$ cat src/rtl/qtree_loader_if.sv
// Host command channel and shared stage-RAM write bus of the quad-tree loader.
// The master side is the host; the slave side is the loader.
interface qtree_loader_if #(
  parameter int STAGES  = 4,
  parameter int A_WIDTH = 8,
  parameter int D_WIDTH = 16
);
  localparam int S_W = (STAGES > 1) ? $clog2(STAGES) : 1;

  logic                   cmd_valid_i;
  logic                   cmd_ready_o;
  logic                   cmd_op_i;
  logic [S_W-1:0]         cmd_stage_i;
  logic [A_WIDTH-1:0]     cmd_addr_i;
  logic [D_WIDTH-1:0]     cmd_l_i;
  logic [D_WIDTH-1:0]     cmd_m_i;
  logic [D_WIDTH-1:0]     cmd_r_i;
  logic [STAGES-1:0]      wr_en_o;
  logic [A_WIDTH-1:0]     wr_addr_o;
  logic [3*D_WIDTH-1:0]   wr_data_o;
  logic                   busy_o;
  logic                   done_o;
  logic                   err_o;

  modport master (
    output cmd_valid_i, cmd_op_i, cmd_stage_i, cmd_addr_i, cmd_l_i, cmd_m_i, cmd_r_i,
    input  cmd_ready_o, wr_en_o, wr_addr_o, wr_data_o, busy_o, done_o, err_o
  );

  modport slave (
    input  cmd_valid_i, cmd_op_i, cmd_stage_i, cmd_addr_i, cmd_l_i, cmd_m_i, cmd_r_i,
    output cmd_ready_o, wr_en_o, wr_addr_o, wr_data_o, busy_o, done_o, err_o
  );
endinterface

$ cat src/rtl/qtree_loader.sv
// Control-plane writer for the quad-tree lookup stages: turns host node writes and
// whole-tree clears into one-cycle per-stage RAM write strobes on a shared bus.
module qtree_loader #(
  parameter int                  STAGES    = 4,
  parameter int                  A_WIDTH   = 8,
  parameter int                  D_WIDTH   = 16,
  parameter logic [D_WIDTH-1:0]  CLEAR_VAL = {D_WIDTH{1'b1}}
) (
  input  logic          clk_i,
  input  logic          rst_n_i,
  qtree_loader_if.slave bus
);
  localparam int S_W = (STAGES > 1) ? $clog2(STAGES) : 1;
  localparam int AW1 = A_WIDTH + 1;
  localparam logic [S_W-1:0]       LAST_STAGE = S_W'(STAGES - 1);
  localparam logic [3*D_WIDTH-1:0] CLEAR_WORD = {CLEAR_VAL, CLEAR_VAL, CLEAR_VAL};

  typedef enum logic [1:0] {
    ST_IDLE  = 2'd0,
    ST_CLEAR = 2'd1,
    ST_DONE  = 2'd2
  } state_e;

  // Entry count of a stage: 2 for stage 0, 4^s otherwise; one extra bit so 2^A_WIDTH fits.
  function automatic logic [AW1-1:0] stage_depth(input logic [S_W-1:0] stg);
    logic [AW1-1:0] d;
    if (stg == '0) begin
      d = AW1'(2);
    end else begin
      d = AW1'(1) << {stg, 1'b0};
    end
    return d;
  endfunction

  function automatic logic [STAGES-1:0] onehot(input logic [S_W-1:0] stg);
    logic [STAGES-1:0] oh;
    oh    = '0;
    oh[0] = 1'b1;
    return oh << stg;
  endfunction

  state_e               state_q, state_d;
  logic [S_W-1:0]       stg_q, stg_d;
  logic [A_WIDTH-1:0]   cnt_q, cnt_d;
  logic [STAGES-1:0]    wr_en_q, wr_en_d;
  logic [A_WIDTH-1:0]   wr_addr_q, wr_addr_d;
  logic [3*D_WIDTH-1:0] wr_data_q, wr_data_d;
  logic                 busy_q, busy_d;
  logic                 done_q, done_d;
  logic                 err_q, err_d;
  logic                 cmd_legal_s;
  logic [AW1-1:0]       depth_m1_s;

  // State, counters and all registered outputs.
  always_ff @(posedge clk_i or negedge rst_n_i) begin
    if (!rst_n_i) begin
      state_q   <= ST_IDLE;
      stg_q     <= '0;
      cnt_q     <= '0;
      wr_en_q   <= '0;
      wr_addr_q <= '0;
      wr_data_q <= '0;
      busy_q    <= 1'b0;
      done_q    <= 1'b0;
      err_q     <= 1'b0;
    end else begin
      state_q   <= state_d;
      stg_q     <= stg_d;
      cnt_q     <= cnt_d;
      wr_en_q   <= wr_en_d;
      wr_addr_q <= wr_addr_d;
      wr_data_q <= wr_data_d;
      busy_q    <= busy_d;
      done_q    <= done_d;
      err_q     <= err_d;
    end
  end

  // Next-state and next-output decode.
  always_comb begin
    state_d     = state_q;
    stg_d       = stg_q;
    cnt_d       = cnt_q;
    wr_en_d     = '0;
    wr_addr_d   = wr_addr_q;
    wr_data_d   = wr_data_q;
    busy_d      = 1'b0;
    done_d      = 1'b0;
    err_d       = 1'b0;
    cmd_legal_s = (int'(bus.cmd_stage_i) < STAGES) &&
                  ({1'b0, bus.cmd_addr_i} < stage_depth(bus.cmd_stage_i));
    depth_m1_s  = stage_depth(stg_q) - AW1'(1);

    case (state_q)
      ST_IDLE: begin
        if (bus.cmd_valid_i) begin
          if (bus.cmd_op_i) begin
            // The first clear write leaves straight from IDLE so busy_o spans only write cycles.
            state_d   = ST_CLEAR;
            stg_d     = '0;
            cnt_d     = A_WIDTH'(1);
            wr_en_d   = onehot('0);
            wr_addr_d = '0;
            wr_data_d = CLEAR_WORD;
            busy_d    = 1'b1;
          end else if (cmd_legal_s) begin
            wr_en_d   = onehot(bus.cmd_stage_i);
            wr_addr_d = bus.cmd_addr_i;
            wr_data_d = {bus.cmd_l_i, bus.cmd_m_i, bus.cmd_r_i};
          end else begin
            err_d = 1'b1;
          end
        end else begin
          state_d = ST_IDLE;
        end
      end

      ST_CLEAR: begin
        wr_en_d   = onehot(stg_q);
        wr_addr_d = cnt_q;
        wr_data_d = CLEAR_WORD;
        busy_d    = 1'b1;
        if ({1'b0, cnt_q} == depth_m1_s) begin
          cnt_d = '0;
          if (stg_q == LAST_STAGE) begin
            state_d = ST_DONE;
          end else begin
            stg_d = stg_q + S_W'(1);
          end
        end else begin
          cnt_d = cnt_q + A_WIDTH'(1);
        end
      end

      ST_DONE: begin
        done_d  = 1'b1;
        state_d = ST_IDLE;
      end

      default: begin
        state_d = ST_IDLE;
      end
    endcase
  end

  assign bus.cmd_ready_o = rst_n_i & (state_q == ST_IDLE);
  assign bus.wr_en_o     = wr_en_q;
  assign bus.wr_addr_o   = wr_addr_q;
  assign bus.wr_data_o   = wr_data_q;
  assign bus.busy_o      = busy_q;
  assign bus.done_o      = done_q;
  assign bus.err_o       = err_q;
endmodule

$ cat src/flat_wrapper.sv
// flat-port wrapper written by rule: the top's interface ports become plain ports
module qtree_loader_flat 
#(
  parameter int                  STAGES    = 4,
  parameter int                  A_WIDTH   = 8,
  parameter int                  D_WIDTH   = 16,
  parameter logic [D_WIDTH-1:0]  CLEAR_VAL = {D_WIDTH{1'b1}}
)
  (clk_i, rst_n_i, bus_cmd_valid_i, bus_cmd_op_i, bus_cmd_stage_i, bus_cmd_addr_i, bus_cmd_l_i, bus_cmd_m_i, bus_cmd_r_i, bus_cmd_ready_o, bus_wr_en_o, bus_wr_addr_o, bus_wr_data_o, bus_busy_o, bus_done_o, bus_err_o);
  qtree_loader_if #(.STAGES(STAGES), .A_WIDTH(A_WIDTH), .D_WIDTH(D_WIDTH)) bus_i ();
  input  logic clk_i;
  input  logic rst_n_i;
  input wire logic [$bits(bus_i.cmd_valid_i)-1:0] bus_cmd_valid_i;
  input wire logic [$bits(bus_i.cmd_op_i)-1:0] bus_cmd_op_i;
  input wire logic [$bits(bus_i.cmd_stage_i)-1:0] bus_cmd_stage_i;
  input wire logic [$bits(bus_i.cmd_addr_i)-1:0] bus_cmd_addr_i;
  input wire logic [$bits(bus_i.cmd_l_i)-1:0] bus_cmd_l_i;
  input wire logic [$bits(bus_i.cmd_m_i)-1:0] bus_cmd_m_i;
  input wire logic [$bits(bus_i.cmd_r_i)-1:0] bus_cmd_r_i;
  output wire logic [$bits(bus_i.cmd_ready_o)-1:0] bus_cmd_ready_o;
  output wire logic [$bits(bus_i.wr_en_o)-1:0] bus_wr_en_o;
  output wire logic [$bits(bus_i.wr_addr_o)-1:0] bus_wr_addr_o;
  output wire logic [$bits(bus_i.wr_data_o)-1:0] bus_wr_data_o;
  output wire logic [$bits(bus_i.busy_o)-1:0] bus_busy_o;
  output wire logic [$bits(bus_i.done_o)-1:0] bus_done_o;
  output wire logic [$bits(bus_i.err_o)-1:0] bus_err_o;
  assign bus_i.cmd_valid_i = bus_cmd_valid_i;
  assign bus_i.cmd_op_i = bus_cmd_op_i;
  assign bus_i.cmd_stage_i = bus_cmd_stage_i;
  assign bus_i.cmd_addr_i = bus_cmd_addr_i;
  assign bus_i.cmd_l_i = bus_cmd_l_i;
  assign bus_i.cmd_m_i = bus_cmd_m_i;
  assign bus_i.cmd_r_i = bus_cmd_r_i;
  assign bus_cmd_ready_o = bus_i.cmd_ready_o;
  assign bus_wr_en_o = bus_i.wr_en_o;
  assign bus_wr_addr_o = bus_i.wr_addr_o;
  assign bus_wr_data_o = bus_i.wr_data_o;
  assign bus_busy_o = bus_i.busy_o;
  assign bus_done_o = bus_i.done_o;
  assign bus_err_o = bus_i.err_o;
  qtree_loader #(.STAGES(STAGES), .A_WIDTH(A_WIDTH), .D_WIDTH(D_WIDTH), .CLEAR_VAL(CLEAR_VAL)) u_core (.clk_i(clk_i), .rst_n_i(rst_n_i), .bus(bus_i));
endmodule
$ cat config.mk
export PLATFORM = sky130hd
export DESIGN_NAME = qtree_loader_flat
export DESIGN_NICKNAME = d
export VERILOG_FILES = /design/src/rtl/qtree_loader_if.sv /design/src/rtl/qtree_loader.sv /design/src/flat_wrapper.sv
export SDC_FILE = /design/constraint.sdc
export NUM_CORES = 1
export LEC_CHECK = 0
export CAP_MARGIN = 15
export CORE_MARGIN = 3
export CORE_UTILIZATION = 41
export CTS_CLUSTER_DIAMETER = 60
export CTS_CLUSTER_SIZE = 30
export DETAILED_ROUTE_END_ITERATION = 6
export PLACE_DENSITY = 0.77
export SLEW_MARGIN = 15
export SYNTH_ARGS = -nofsm -noshare
export SYNTH_HDL_FRONTEND = slang
export SYNTH_SLANG_ARGS = --single-unit
$ cat constraint.sdc
create_clock -name clk_i -period 1.9 [get_ports clk_i]
set_input_delay 0.38 -clock clk_i [delete_from_list [all_inputs] [get_ports clk_i]]
set_output_delay 0.38 -clock clk_i [all_outputs]
set_load 0.02 [all_outputs]
**Yosys cells after proc, flatten, opt, wreduce, memory -nomap -nowiden**

Cells that the tools add are included.

- Bits in registers: 75
- Input port bits: 62
- Output and inout bits: 64
- Logic and storage cells: 73

- Add/sub/neg operators: 3
- Order comparisons: 1
- Equal/unequal tests: 11
- Shift-type cells: 4
- Muxes and demuxes: 36
- Bitwise logic cells: 1
- Reductions and logical operators: 8

Operator list:

| operator | count |
|---|---|
| 48-bit two-way mux | 3 |
| 48-bit case mux with 2 select lines | 1 |
| 8-bit two-way mux | 6 |
| 8-bit case mux with 2 select lines | 2 |
| 9-bit two-way mux | 2 |
| 1-bit by 3-bit left shift with 9-bit output (first input constant) | 2 |
| 2-bit two-way mux | 8 |
| 4-bit two-way mux | 3 |
| 8-bit by 9-bit == test with 1-bit output | 1 |
| 8-bit by 9-bit less-than comparator with 1-bit output | 1 |
| 3-bit AND reduction | 3 |
| 9-bit by 1-bit subtractor with 9-bit output (second input constant) | 1 |
| 8-bit by 1-bit adder with 8-bit output (second input constant) | 1 |
| 2-bit case mux with 2 select lines | 2 |
| 4-bit case mux with 2 select lines | 1 |
| 1-bit by 2-bit left shift with 4-bit output (first input constant) | 2 |
| 1-bit two-way mux | 7 |
| 2-bit logical NOT | 3 |
| 2-bit inequality test (second input constant) | 3 |
| 5-bit AND reduction | 1 |
| 2-bit == test (second input constant) | 2 |
| 2-bit by 1-bit inequality test with 1-bit output (second input constant) | 2 |
| 3-bit by 2-bit inequality test with 1-bit output (second input constant) | 1 |
| 3-bit inequality test (second input constant) | 1 |
| 5 further kinds | 5 |

**Depth between registers and ports, before layout**

Gate-level depths: netlist of the first run.

- Depth in word-level cells: 7
- Gate-level depth with buffers: 8
- Mapped depth without buffers: 7

**Least setup slack after synthesis of the first run**

OpenSTA, ideal clock, no wires.

- Path kind: input-to-reg
- From: input bus_cmd_stage_i[1]
- To: register u_core.wr_data_q[15], in the netlist u_core.bus.wr_data_o[15]
- Setup time: 0.126 ns
- Arrival: 1.959 ns
- Required time: 1.774 ns
- Slack: -0.185 ns
- Cell stages on the path: 8
- Path buffers: 2
- Cells stage by stage: or2_2 > ha_1 > o21ai_0 > a21o_1 > nand3_1 > clkbuf_1 > buf_2 > a21oi_1

- Longest elaborated chain between the ends: 5
- Elaborated cells on any way between the ends: 6
- Classes of those cells: 1 x order compare; 1 x eq/ne; 1 x shift; 1 x mux; 2 x reduce/logical

RTL lines:

| what | line | RTL |
|---|---|---|
| from (decl) | flat_wrapper.sv:15 | `input wire logic [$bits(bus_i.cmd_stage_i)-1:0] bus_cmd_stage_i;` |
| 1-bit by 3-bit left shift with 9-bit output or 2-bit logical NOT (tied branches) | qtree_loader.sv:30, qtree_loader.sv:27 |  |
| 9-bit two-way mux * | qtree_loader.sv:27 | `if (stg == '0) begin` |
| 8-bit by 9-bit less-than comparator with 1-bit output * | qtree_loader.sv:91 | `({1'b0, bus.cmd_addr_i} < stage_depth(bus.cmd_stage_i));` |
| 3-bit by 2-bit inequality test with 1-bit output (no source line) * | - |  |
| 3-bit AND reduction (no source line) * | - |  |
| to (signal assigned) | qtree_loader.sv:72 | `wr_data_q <= wr_data_d;` |
| to (decl) | qtree_loader.sv:47 | `logic [3*D_WIDTH-1:0] wr_data_q, wr_data_d;` |

Mark *: on every way between the ends. The rest lies on a longest branch, timed or not.
A chain may end at the register's enable or synchronous reset.

**Worst setup path after layout of the first run**

- From: register u_core.stg_q[0]
- To: register u_core.cnt_q[6]

- Longest elaborated chain between the ends: 6
- Elaborated cells on any way between the ends: 7
- Classes of those cells: 1 x add/sub; 1 x eq/ne; 1 x shift; 3 x mux; 1 x reduce/logical

RTL lines:

| what | line | RTL |
|---|---|---|
| from (decl) | qtree_loader.sv:43 | `logic [S_W-1:0] stg_q, stg_d;` |
| from (signal assigned) | qtree_loader.sv:68 | `stg_q <= stg_d;` |
| 1-bit by 3-bit left shift with 9-bit output or 2-bit logical NOT (tied branches) | qtree_loader.sv:30, qtree_loader.sv:27 |  |
| 9-bit two-way mux * | qtree_loader.sv:27 |  |
| 9-bit by 1-bit subtractor with 9-bit output * | qtree_loader.sv:92 | `depth_m1_s = stage_depth(stg_q) - AW1'(1);` |
| 8-bit by 9-bit == test with 1-bit output * | qtree_loader.sv:123 | `if ({1'b0, cnt_q} == depth_m1_s) begin` |
| 8-bit two-way mux * | qtree_loader.sv:123 |  |
| 8-bit case mux with 2 select lines * | qtree_loader.sv:94 | `case (state_q)` |
| to (signal assigned) | qtree_loader.sv:69 | `cnt_q <= cnt_d;` |
| to (decl) | qtree_loader.sv:44 | `logic [A_WIDTH-1:0] cnt_q, cnt_d;` |

Marks and branches as above.

==> metrics, run 1 <==
outcome finished with violations; failing checks negative setup slack; dpl cells 607; Power Density 975.2 nW/µm²; max-cap viol count 0; Syn. warnings 0; sequential area share after synthesis 53.57%; dpl ws -0.6635 ns; Routed WL per cell 18.94 µm; Die Y 98.44 µm; gpl congestion 0.9065; Final Hold Fails 0; Die W 98.44 µm; total gr overflow 0; ratio of cells with drive above 1 in the final layout 26.75%; leakage 2.363 nW; vias in the first global route 3556; area fraction of the dominant cell type after synthesis 53.57%; vias per cell 5.549; Pre-antenna DRT Iters 4; initial antenna violation count 0; # IOs 126; CP Max Fanout 5; CP endpoint kind register; ys flop type dfrtp_1; Mapped Nets 441; relative slew slack 36.52%; actual transition at the worst max-transition pin 0.9521 ns; highest-count cells in the layout ignoring fill and taps clkdlybuf4s50_1, dfrtp_1, nor2_1; CP arrival 2.33 ns; Final min period 2.063 ns; H-tree depth 3; Final WS setup -0.1632 ns; largest net degree at the start of global routing 76; Die ar. 9689 µm²; placed instance area 5085 µm²; Worst setup SP type register; clock latency at the later pin of the worst-skew pair 0.35 ns; Total GRT Usage 23.45%; Final period util 108.6%; drt drc 0; unrepaired setup endpoints after global routing true; FFs w/ async S/R, synth 100.0%; Peak Freq 0.4847 GHz; Initial Utilization 42.42%; number of port buffers 125; num rows 33; global-route wire length before repair 18080 µm; total core area 8258 µm²; Post-DP HPWL 7025 µm; CTS buffer count 9; most common cell after layout, fill and taps aside clkdlybuf4s50_1; synth top area cells dfrtp_1, a21oi_1, nor3_1; VDD IR-drop max 0.5015 mV; total power 5.895 mW; endpoints failing setup 8; worst min path class in -> async; number of diodes 0; number of synthesized register bits 75; routed wire length 12260 µm; clock sinks 75; Synth Cell Area 3503 µm²; Synth Area per Inst 9.494 µm²; clock buffer depth 2; CTS tree yes; Final #Nets 610; Post-synth EDFFs 0; Max Slew Vio Count 0; Area growth, synth to finish 72.54%; post-synth top area cell dfrtp_1; post-route ant nets 0; Crit Path Class reg -> reg; Clock transition at path regs 0.08 ns; cell area after layout 6045 µm²; Mapped Cells 369; Yosys cell types 43; CP required 2.17 ns; worst-case clock skew 0.008134 ns; non-filler cells, final 647; DRT iter0 DRCs 153; clk root buf clkbuf_8; DR vias 3590
[report_power, final]
group,switching (mW),total (mW),internal [mW]
Sequential,0.167,1.94,1.77
Clock,0.611,1.35,0.736
Combinational,1.37,2.61,1.24
Total,2.15,5.89,3.75
[critical path, cell delays in order (launching register included)]
cell	delay (ns)
dfrtp_2	0.47
ha_4	0.21
xnor2_2	0.16
mux2i_2	0.29
o31ai_2	0.10
buf_4	0.18
buf_6	0.13
or3_1	0.34
o211ai_1	0.10
[cell families after synthesis]
logic type | Yosys count | share of synthesized area, %
AND/OR/NAND/NOR | 158 | 22.21
multiplexers | 1 | 0.3928
flip-flops | 75 | 53.57
AO/OA/AOI/OAI | 91 | 15.36
buffers and inverters | 31 | 4.143
adder cells (fa/ha/maj) | 10 | 3.571
XOR/XNOR | 3 | 0.7501
[area by class of cell]
type / count / area, µm²
fill: 567 / 2213
clock buffer: 9 / 123.9
inverter: 3 / 13.76
multi-input combinational: 264 / 1887
tap: 105 / 131.4
clock inverter: 6 / 90.09
sequential: 75 / 1879
timing repair buffer: 185 / 1919
[registers in the layout (all words and copies together) (netlist names)]
register and cells:
u_core.stg_q 2, u_core.bus.wr_en_o 4, u_core.cnt_q 8, u_core.bus.done_o 1, u_core.state_q 2, u_core.bus.err_o 1
u_core.bus.busy_o 1, u_core.bus.wr_data_o 48, u_core.bus.wr_addr_o 8
[what timing repair did]
action / CTS / global route
resized for setup: 61 / 56
hold buffers: 0 / 0
gates cloned: 7 / 0
setup buffers: 14 / 5
pin swaps: 10 / 29
endpoints found under the setup margin: 70 / 54
[final timing paths]
kind	cells past startpoint	end	slack, ns	startpoint
max	8	u_core.cnt_q[6]	-0.16	u_core.stg_q[0]
min	2	u_core.bus.wr_addr_o[4]	0.26	rst_n_i
max reg2reg	8	u_core.cnt_q[6]	-0.16	u_core.stg_q[0]
min reg2reg	1	u_core.bus.wr_addr_o[7]	0.54	u_core.bus.wr_addr_o[7]
max in group asynchronous	2	u_core.stg_q[0]	0.99	rst_n_i
min in group clk_i	4	u_core.bus.wr_en_o[3]	0.43	bus_cmd_stage_i[1]
[Yosys cell counts (all sizes together), types with 3 or more instances]
| library cell | instances |
|---|---|
| buf | 11 |
| nand2 | 10 |
| nand2b | 5 |
| a21oi | 57 |
| a21o | 6 |
| inv | 3 |
| ha | 10 |
| nand3 | 3 |
| clkbuf | 17 |
| and3 | 3 |
| o21ai | 6 |
| nor4 | 4 |
| o31ai | 6 |
| nor2 | 62 |
| a22oi | 8 |
| nor3 | 52 |
| dfrtp | 75 |
| nor3b | 11 |
[routing by layer]
metal / wire length, µm / vias to the layer above / global-route usage, %
met5: 0 / - / 0
met4: 282 / 0 / 9.349
met3: 681 / 23 / 5.166
met2: 6381 / 151 / 39.89
met1: 4910 / 1763 / 29.08
li1: - / 1653 / -
[per-stage QoR]
step	setup TNS (ns)	hold WS (ns)	util, %
2_1_floorplan	-0.1168	0.08441	-
3_3_place_gp	-32.00	0.5170	61.58
3_5_place_dp	-35.88	0.5320	61.58
4_1_cts	-0.5803	0.2992	69.88
5_1_grt	-1.810	0.3385	73.20
6_report	-0.7142	0.2594	73.20
No activity file was read; power rests on OpenSTA's default activity.
==> inputs of run 2 (changes only) <==
--- a/config.mk
+++ b/config.mk
@@ -8,7 +8,6 @@
 export CAP_MARGIN = 15
 export CORE_MARGIN = 3
 export CORE_UTILIZATION = 41
-export CTS_CLUSTER_DIAMETER = 60
 export CTS_CLUSTER_SIZE = 30
 export DETAILED_ROUTE_END_ITERATION = 6
 export PLACE_DENSITY = 0.77
==> results of run 2 <==
Final layout, timing and power as in run 1 (identical DEF).
==> inputs of run 3 (changes only) <==
--- a/config.mk
+++ b/config.mk
@@ -7,10 +7,10 @@
 export LEC_CHECK = 0
 export CAP_MARGIN = 15
 export CORE_MARGIN = 3
-export CORE_UTILIZATION = 41
+export CORE_UTILIZATION = 45
 export CTS_CLUSTER_SIZE = 30
 export DETAILED_ROUTE_END_ITERATION = 6
-export PLACE_DENSITY = 0.77
+export PLACE_DENSITY = 0.8
 export SLEW_MARGIN = 15
 export SYNTH_ARGS = -nofsm -noshare
 export SYNTH_HDL_FRONTEND = slang
==> constraint.sdc (replaced) <==
create_clock -name clk_i -period 2.3 [get_ports clk_i]
set_input_delay 0.46 -clock clk_i [delete_from_list [all_inputs] [get_ports clk_i]]
set_output_delay 0.46 -clock clk_i [all_outputs]
set_load 0.02 [all_outputs]
==> metrics, run 3 (synthesis gave the netlist of run 1 again) <==
outcome complete, no violations (was finished with violations); H-tree depth 3 (unchanged); CP endpoint kind register (unchanged); Final #Nets 574 (was 610); CP Max Fanout 7 (was 5); R2R Path End u_core.cnt_q[5] (was u_core.cnt_q[6]); Final period util 97.12%; clock sinks 75 (unchanged); DRT iter0 DRCs 193 (was 153); Die ar. 8880 µm² (was 9689 µm²); # IOs 126 (unchanged); number of port buffers 125 (unchanged); clk root buf clkbuf_8 (unchanged); vias in the first global route 3135 (was 3556); Die Y 94.24 µm (was 98.44 µm); CP startpoint bus_cmd_addr_i[4] (was u_core.stg_q[0]); unrepaired setup endpoints after global routing false (was true); drt drc 0 (unchanged); Worst R2R Setup Slack 0.11 ns (was -0.16 ns); end of the critical path u_core.bus.wr_addr_o[2] (was u_core.cnt_q[6]); Initial Utilization 47.29% (was 42.42%); dpl ws -0.3330 ns (was -0.6635 ns); Util after Layout 71.36% (was 73.20%); CP peak stage delay 0.46 ns (was 0.47 ns); Seq pwr share 37.8% (was 32.9%); Post-DP HPWL 6810 µm (was 7025 µm); CP Depth 8 (unchanged); highest-count cells in the layout ignoring fill and taps clkdlybuf4s50_1, dfrtp_1, nor2_1 (unchanged); Logic pwr share 36.1% (was 44.2%); cell internal pwr 2.738 mW (was 3.750 mW); worst flop-to-flop path startpoint u_core.stg_q[0] (unchanged); post-route setup TNS 0 ns (was -0.7142 ns); CP max stage cell clkdlybuf4s50_1 (was dfrtp_2); Area growth, synth to finish 50.89% (was 72.54%); CP arrival 2.44 ns (was 2.33 ns); Clock transition at path regs 0.08 ns (about the same); routed wire length 10100 µm (was 12260 µm); ratio of cells with drive above 1 in the final layout 11.46% (was 26.75%); post-route ant nets 0 (unchanged); largest net degree at the start of global routing 60 (was 76); endpoints failing setup 0 (was 8); actual transition at the worst max-transition pin 0.7479 ns (was 0.9521 ns); hold slack 0.3291 ns (was 0.2594 ns); Final WS setup 0.06615 ns (was -0.1632 ns); clock buffer depth 2 (unchanged); total core area 7408 µm² (was 8258 µm²); Pre-antenna DRT Iters 4 (unchanged); Worst Path Buf+Inv 2 (unchanged); total power 4.207 mW (was 5.895 mW); global-route wire length before repair 15350 µm (was 18080 µm); max-cap viol count 0 (unchanged); Crit Path Class in -> reg (was reg -> reg); Power Density 795.9 nW/µm² (was 975.2 nW/µm²); vias per cell 5.431 (was 5.549); Final Hold Fails 0 (unchanged); CTS buffer count 9 (unchanged); Max Slew Vio Count 0 (unchanged); number of diodes 0 (unchanged); most common cell after layout, fill and taps aside clkdlybuf4s50_1 (unchanged); CTS tree yes (unchanged); CP delay by family, top simple AND/OR/NAND/NOR gates (was flip-flops); clock latency at the later pin of the worst-skew pair 0.34 ns (was 0.35 ns); worst-case clock skew 0.006408 ns (was 0.008134 ns); VDD IR-drop max 0.3530 mV (was 0.5015 mV); Worst setup SP type input port (was register); total gr overflow 0 (unchanged); Routed WL per cell 16.70 µm (was 18.94 µm); worst min path class in -> async (unchanged); max reg flops 48 (unchanged); num rows 31 (was 33); initial antenna violation count 0 (unchanged); CP cell instances clkdlybuf4s50_1 > ha_1 > nor4_1 > a21o_1 > nand3_4 > buf_4 > nand2_1 > a22oi_1 (was ha_4 > xnor2_2 > mux2i_2 > o31ai_2 > buf_4 > buf_6 > or3_1 > o211ai_1); total net switching power 1.470 mW (was 2.145 mW); reg2reg path depth 8 (unchanged); Total GRT Usage 22.04% (was 23.45%); gpl congestion 0.8893 (was 0.9065); sw frac 34.93% (was 36.39%); Final min period 2.234 ns; Die W 94.24 µm (was 98.44 µm); Peak Freq 0.4477 GHz; leakage 2.002 nW (was 2.363 nW); relative slew slack 50.14% (was 36.52%); CP required 2.51 ns (was 2.17 ns); DR vias 3286 (was 3590); Post-CTS Hold Buffers 0 (unchanged); Clk pwr share 26.0% (was 22.9%)
==> run 3: timing repair <==
item,in CTS,in global routing
endpoints found under the setup margin,0,58
setup buffers,0,2
hold endpoints to repair,0,0
resized for setup,0,10
==> run 3: cell type report <==
class,instances,area [µm²]
Tap cell,99,123.9
Clock buffer,9,123.9
Timing Repair Buffer,150,1540
Inverter,3,11.26
Multi-Input combinational cell,263,1520
Fill cell,539,2122
Sequential cell,75,1877
Clock inverter,6,90.09
==> run 3: metal layers <==
| layer | part of all wire, % | global-route usage (%) | vias to the layer above | wire (µm) |
|---|---|---|---|---|
| met5 | 0 | 0 | - | 0 |
| met4 | 2.0 | 10.11 | 0 | 204 |
| met3 | 7.6 | 4.728 | 17 | 767 |
| met2 | 51 | 35.17 | 124 | 5116 |
| met1 | 40 | 28.67 | 1582 | 4014 |
| li1 | - | - | 1563 | - |
==> run 3: worst min path at each step <==
stage | start | cells after the start | endpoint
final | rst_n_i | 2 | u_core.bus.wr_data_o[3]
after global placement | u_core.state_q[0] | 1 | u_core.bus.done_o
after detailed placement | u_core.state_q[0] | 1 | u_core.bus.done_o
after global routing | rst_n_i | 2 | u_core.bus.wr_data_o[3]
after floorplan | rst_n_i | 0 | u_core.bus.busy_o
after CTS | rst_n_i | 2 | u_core.bus.wr_data_o[3]
==> run 3: per-stage QoR <==
stage	cell area, µm²	cells
after floorplan	3503	369
after global placement	4952	585
after detailed placement	4952	585
after CTS	5166	600
after global routing	5286	605
final	5286	605
==> run 3: power by group through the flow <==
stage | combinational [mW] | sequential, mW | clock, mW
after floorplan | 0.787 | 1.69 | 0
after global placement | 1.42 | 1.60 | 0
after detailed placement | 1.45 | 1.61 | 0
after CTS | 1.46 | 1.59 | 1.12
after global routing | 1.65 | 1.61 | 1.17
final | 1.52 | 1.59 | 1.10
